--- config.mk ---
export PLATFORM = sky130hd
export DESIGN_NAME = l2cache_victim_writeback
export DESIGN_NICKNAME = d
export VERILOG_FILES = /design/src/rtl/l2cache_types.sv /design/src/rtl/l2cache_way_mux.sv /design/src/rtl/l2cache_victim_writeback.sv
export SDC_FILE = /design/constraint.sdc
export NUM_CORES = 1
export LEC_CHECK = 0
export CORE_AREA = 3 3 331 333
export CTS_CLUSTER_SIZE = 30
export DETAILED_ROUTE_END_ITERATION = 6
export DIE_AREA = 0 0 334 336
export PLACE_DENSITY = 0.38
export SYNTH_ARGS = -nofsm -noshare
export SYNTH_HDL_FRONTEND = slang
export SYNTH_SLANG_ARGS = --single-unit
--- constraint.sdc ---
create_clock -name clk -period 10.7 [get_ports clk]
set_input_delay 2.14 -clock clk [delete_from_list [all_inputs] [get_ports clk]]
set_output_delay 2.14 -clock clk [all_outputs]
set_load 0.05 [all_outputs]
--- src/rtl/l2cache_types.sv ---
// Shared L2 types and geometry: victim-writeback FSM states and line/address field widths.
package l2cache_types;

    localparam int TAG_W    = 24;
    localparam int IDX_W    = 3;
    localparam int OFFSET_W = 5;
    localparam int LINE_W   = 256;

    typedef enum logic [1:0] {
        IDLE = 2'd0,
        WB   = 2'd1,
        DONE = 2'd2
    } victim_state_t;

endpackage

--- src/rtl/l2cache_way_mux.sv ---
// Selects one way's valid/dirty/tag/data from the two ways of a 2-way set.
module l2cache_way_mux
    import l2cache_types::*;
#(
    parameter int TW = TAG_W,
    parameter int LW = LINE_W
) (
    input  logic          way_sel,
    input  logic          valid_0,
    input  logic          valid_1,
    input  logic          dirty_0,
    input  logic          dirty_1,
    input  logic [TW-1:0] tag_0,
    input  logic [TW-1:0] tag_1,
    input  logic [LW-1:0] data_0,
    input  logic [LW-1:0] data_1,
    output logic          valid,
    output logic          dirty,
    output logic [TW-1:0] tag,
    output logic [LW-1:0] data
);

    assign valid = way_sel ? valid_1 : valid_0;
    assign dirty = way_sel ? dirty_1 : dirty_0;
    assign tag   = way_sel ? tag_1   : tag_0;
    assign data  = way_sel ? data_1  : data_0;

endmodule

--- src/rtl/l2cache_victim_writeback.sv ---
// Frees the LRU way of a set on an L2 miss, writing the line back to pmem first when it is dirty.
module l2cache_victim_writeback
    import l2cache_types::*;
#(
    parameter int TW = TAG_W,
    parameter int IW = IDX_W,
    parameter int OW = OFFSET_W,
    parameter int LW = LINE_W
) (
    input  logic                clk,
    input  logic                rst,
    input  logic                evict_req,
    input  logic [IW-1:0]       index,
    input  logic                lru,
    input  logic                valid_0,
    input  logic                valid_1,
    input  logic                dirty_0,
    input  logic                dirty_1,
    input  logic [TW-1:0]       tag_0,
    input  logic [TW-1:0]       tag_1,
    input  logic [LW-1:0]       data_0,
    input  logic [LW-1:0]       data_1,
    input  logic                pmem_resp,
    output logic                pmem_write,
    output logic [TW+IW+OW-1:0] pmem_address,
    output logic [LW-1:0]       pmem_wdata,
    output logic                victim_way,
    output logic                clear_dirty_0,
    output logic                clear_dirty_1,
    output logic                evict_done,
    output logic                busy
);

    victim_state_t state_q;
    logic          victim_q;
    logic [TW-1:0] tag_q;
    logic [IW-1:0] index_q;
    logic [LW-1:0] data_q;

    logic          sel_valid;
    logic          sel_dirty;
    logic [TW-1:0] sel_tag;
    logic [LW-1:0] sel_data;

    l2cache_way_mux #(.TW(TW), .LW(LW)) u_way_mux (
        .way_sel (lru),
        .valid_0 (valid_0),
        .valid_1 (valid_1),
        .dirty_0 (dirty_0),
        .dirty_1 (dirty_1),
        .tag_0   (tag_0),
        .tag_1   (tag_1),
        .data_0  (data_0),
        .data_1  (data_1),
        .valid   (sel_valid),
        .dirty   (sel_dirty),
        .tag     (sel_tag),
        .data    (sel_data)
    );

    // NOTE: non-blocking assignments so every register sees pre-edge values of the others.
    always_ff @(posedge clk or posedge rst) begin
        if (rst) begin
            state_q  <= IDLE;
            victim_q <= 1'b0;
            tag_q    <= '0;
            index_q  <= '0;
            data_q   <= '0;
        end else begin
            case (state_q)
                IDLE: begin
                    // Array inputs are captured only here; later array writes cannot disturb WB.
                    if (evict_req) begin
                        victim_q <= lru;
                        tag_q    <= sel_tag;
                        index_q  <= index;
                        data_q   <= sel_data;
                        state_q  <= (sel_valid && sel_dirty) ? WB : DONE;
                    end
                end
                WB:      if (pmem_resp) state_q <= DONE;
                DONE:    state_q <= IDLE;
                default: state_q <= IDLE;
            endcase
        end
    end

    assign pmem_write    = (state_q == WB);
    assign pmem_address  = {tag_q, index_q, {OW{1'b0}}};
    assign pmem_wdata    = data_q;
    assign victim_way    = victim_q;
    assign clear_dirty_0 = pmem_write && pmem_resp && !victim_q;
    assign clear_dirty_1 = pmem_write && pmem_resp &&  victim_q;
    assign evict_done    = (state_q == DONE);
    assign busy          = (state_q != IDLE);

endmodule

==> run_results.csv <==
group,metric,value,unit
grt,grt_pass1_wl,89080,um
job,timing.max_cap.violations,0,
critical_path,cpLargestDelayFamily,"buffers and inverters",
clock_tree,post_cts_buffers,0,
timing,slew_headroom,0.2770,
floorplan,die_w,334,um
layout,areaGrowthSynthToFinish,77.97,%
timing,slew_viol_final,0,
route,wl_per_cell,18.17,um
grt,grt_usage,0.1072,
clock_tree,clkTransAtPathRegs,50,ps
route,route.detailed.drc,0,
critical_path,arrival,3670,ps
critical_path,max_stage_delay,810,ps
route,viasPerCell,3.478,
grt,grt_max_degree,171,
critical_path,path_class,"input pin to primary output",
grt,grt_overflow_total,0,
synth,syn_area,0.01401,mm^2
synth,synth-edff-count,0,
synth,synth_top_cell_area_share,0.5110,
worst_hold_path,holdPathStages,1,
power,ir_worst_vdd,0.08431,mV
route,routed_wirelength,63540,um
worst_hold_path,hold_path.class,"register to register",
placement,io_buffers,860,
clock_tree,numCtsBuffers,40,
critical_path,rr_endpoint,"pmem_wdata[10]",
worst_hold_path,holdCritStartpoint,"index_q[0]",
power,swShare,0.4272,
timing,tns,0,ps
critical_path,crit_path_end_kind,"primary output",
floorplan,die_area,0.1122,mm^2
power,p_leak,9.958,nW
critical_path,crit_path_start_kind,"input pin",
route,drt_iter0_drc,427,
clock_tree,clock_path_buffers,3,
grt,antenna_found_initial,3,
synth,yosysWarnings,0,
worst_hold_path,hold_path_end,"index_q[0]",
timing,setup_ws,4889,ps
power,p_int,3.025,mW
placement,place_ws,4901,ps
clock_tree,cts.repair.resized,0,
power,power_frac_clock,0.255,
power,power_frac_comb,0.461,
floorplan,chipHeight,336,um
critical_path,worst-r2r-cell-count,6,
critical_path,r2r_start,"state_q[1]",
synth,synthDistinctLibCells,23,
floorplan,io_pins,866,
synth,synth_flop_cell,"dfrtp_1",
placement,gp_congestion,0.8119,
synth,ys_ff_latch,286,
clock_tree,cts_tree,"done",
synth,syn_inst,1246,
critical_path,cpMaxStageDelayCell,"clkdlybuf4s50_1",
placement,dp_hpwl,50280,um
timing,fmax,172.1,MHz
synth,async_flop_share,1.000,
floorplan,row_count,120,
synth,yosys.area.top_type,"dfrtp_1",
synth,ys_seq_area_frac,0.5110,
route,vias,12160,
power,p_per_area,211.9,mW/mm^2
floorplan,start_util,0.1310,
clock_tree,cts-hold-fix-buffers,0,
synth,ys_top_cells_by_area,"dfrtp_1 51%, mux2i_1 20%, a21oi_2 8.8%",
synth,synth_area_per_cell,11.24,um^2
power,pwr-share-seq,0.285,
timing,fin_skew,14.64,ps
timing,rsz0062_at_grt,"no",
critical_path,cp_max_fo,3,
critical_path,cp_common_cell,"clkdlybuf4s50_1",
clock_tree,clk_latency,560,ps
route,final_antenna_net_count,0,
timing,min_period_over_period,0.5431,
clock_tree,cts_sinks,286,
clock_tree,h-tree-depth,2,
critical_path,required,8560,ps
critical_path,ff2ff_setup_slack,7580,ps
floorplan,core_area,0.1069,mm^2
layout,finalNetCount,2635,
timing,tightest_slew,1085,ps
clock_tree,cts_root_buffer,"clkbuf_16",
timing,setup_violations,0,
timing,hold_viol_final,0,
grt,grt_pass1_vias,12890,
critical_path,critical_path_buf_inv_count,2,
timing,period_needed,5811,ps
route,first_pass_iters,4,
critical_path,crit_chain,"clkdlybuf4s50_1 -> nand2_1 -> nor2_1 -> clkdlybuf4s50_1",
power,p_sw,2.257,mW
layout,drive_gt1_frac,0.1048,
status,outcome,"finished clean",
-- kinds of logic (layout without fill, tap and decap cells) --
group / Yosys count / in the layout / synth area share
mux: 284 / 284 / 0.2033
other cells: 1 / 8 / 0.0002677
simple gates: 290 / 290 / 0.07915
buf+inv: 102 / 942 / 0.06718
compound gates: 283 / 283 / 0.1391
flops: 286 / 286 / 0.5110
-- worst reg2reg max path, stage by stage, from the launching register on --
cell	delay, ps
dfrtp_1	420
nor3b_4	220
buf_4	680
buf_4	610
buf_12	560
nor2_1	400
a21oi_2	130
-- registers in the layout, summed over array words and instances, names as in the netlist --
signal / flops
pmem_wdata: 256
victim_way: 1
tag_q: 24
index_q: 3
state_q: 2
-- synthesized netlist by cell type (all sizes together) (2+ instances only) --
cell and count:
clkbuf 11, buf 89, inv 2, nand2 3
nor2b 2, dfrtp 286, mux2i 280, a21oi 280
mux2 4, nor2 281
-- cell type report --
cell class,count,area [um^2]
fillers,11540,81980
repair buffers,871,8758
flip-flops and latches,286,7157
multi-input cells,862,5929
well taps,1403,1755
clock buffers,58,1170
clock inverters,11,133.9
inverters,2,15.01
diodes,3,7.507
-- how the worst max path moves through the flow --
stage,start,endpoint,cells after the start
after floorplan,rst,index_q[0],1
after global placement,pmem_resp,clear_dirty_0,4
after detailed placement,pmem_resp,clear_dirty_0,4
after CTS,pmem_resp,clear_dirty_0,4
after global routing,pmem_resp,clear_dirty_0,4
final,pmem_resp,clear_dirty_0,4
-- per-stage QoR --
step	power, mW	util	cells	cell area (um^2)	hold slack (ps)
after floorplan	3.007	-	1250	14020	782.7
after global placement	3.985	0.2209	3424	23620	494.6
after detailed placement	3.995	0.2209	3424	23620	494.6
after CTS	5.406	0.2331	3493	24920	507.0
after global routing	5.556	0.2331	3495	24920	534.8
final	5.282	0.2332	3496	24930	505.5
-- layout by cell type, fill, tap and decap left out, types with 2 or more instances in the layout --
| master | synthesis | routed |
|---|---|---|
| mux2i_1 | 280 | 280 |
| nor2_1 | 281 | 281 |
| bufinv_16 | 0 | 3 |
| nand2_1 | 3 | 3 |
| clkdlybuf4s50_1 | 0 | 859 |
| a21oi_2 | 140 | 140 |
| nor2b_1 | 2 | 2 |
| clkinv_2 | 0 | 7 |
| dfrtp_1 | 286 | 286 |
| buf_12 | 1 | 5 |
| diode_2 | 0 | 3 |
| mux2_2 | 4 | 4 |
| clkbuf_1 | 0 | 9 |
| clkbuf_16 | 0 | 41 |
| buf_4 | 23 | 6 |
| a21oi_1 | 140 | 140 |
| clkbuf_8 | 0 | 8 |
| conb_1 | 1 | 5 |
-- power groups by stage --
stage               registers (mW)  logic [mW]  clock network [mW]
floorplan                     2.47       0.534                   0
global placement              1.52        2.47                   0
global route                  1.55        2.55                1.46
CTS                           1.51        2.47                1.42
finish                        1.50        2.43                1.35
detailed placement            1.53        2.47                   0
-- metal layers --
metal | vias to the layer above | wire length, um | global-route usage
met1 | 5648 | 23070 | 0.1139
li1 | 5935 | - | -
met2 | 504 | 32950 | 0.1962
met3 | 73 | 5996 | 0.04259
met4 | 0 | 1519 | 0.02941
met5 | - | 0 | 0
Power figures use the tool's default switching activity.
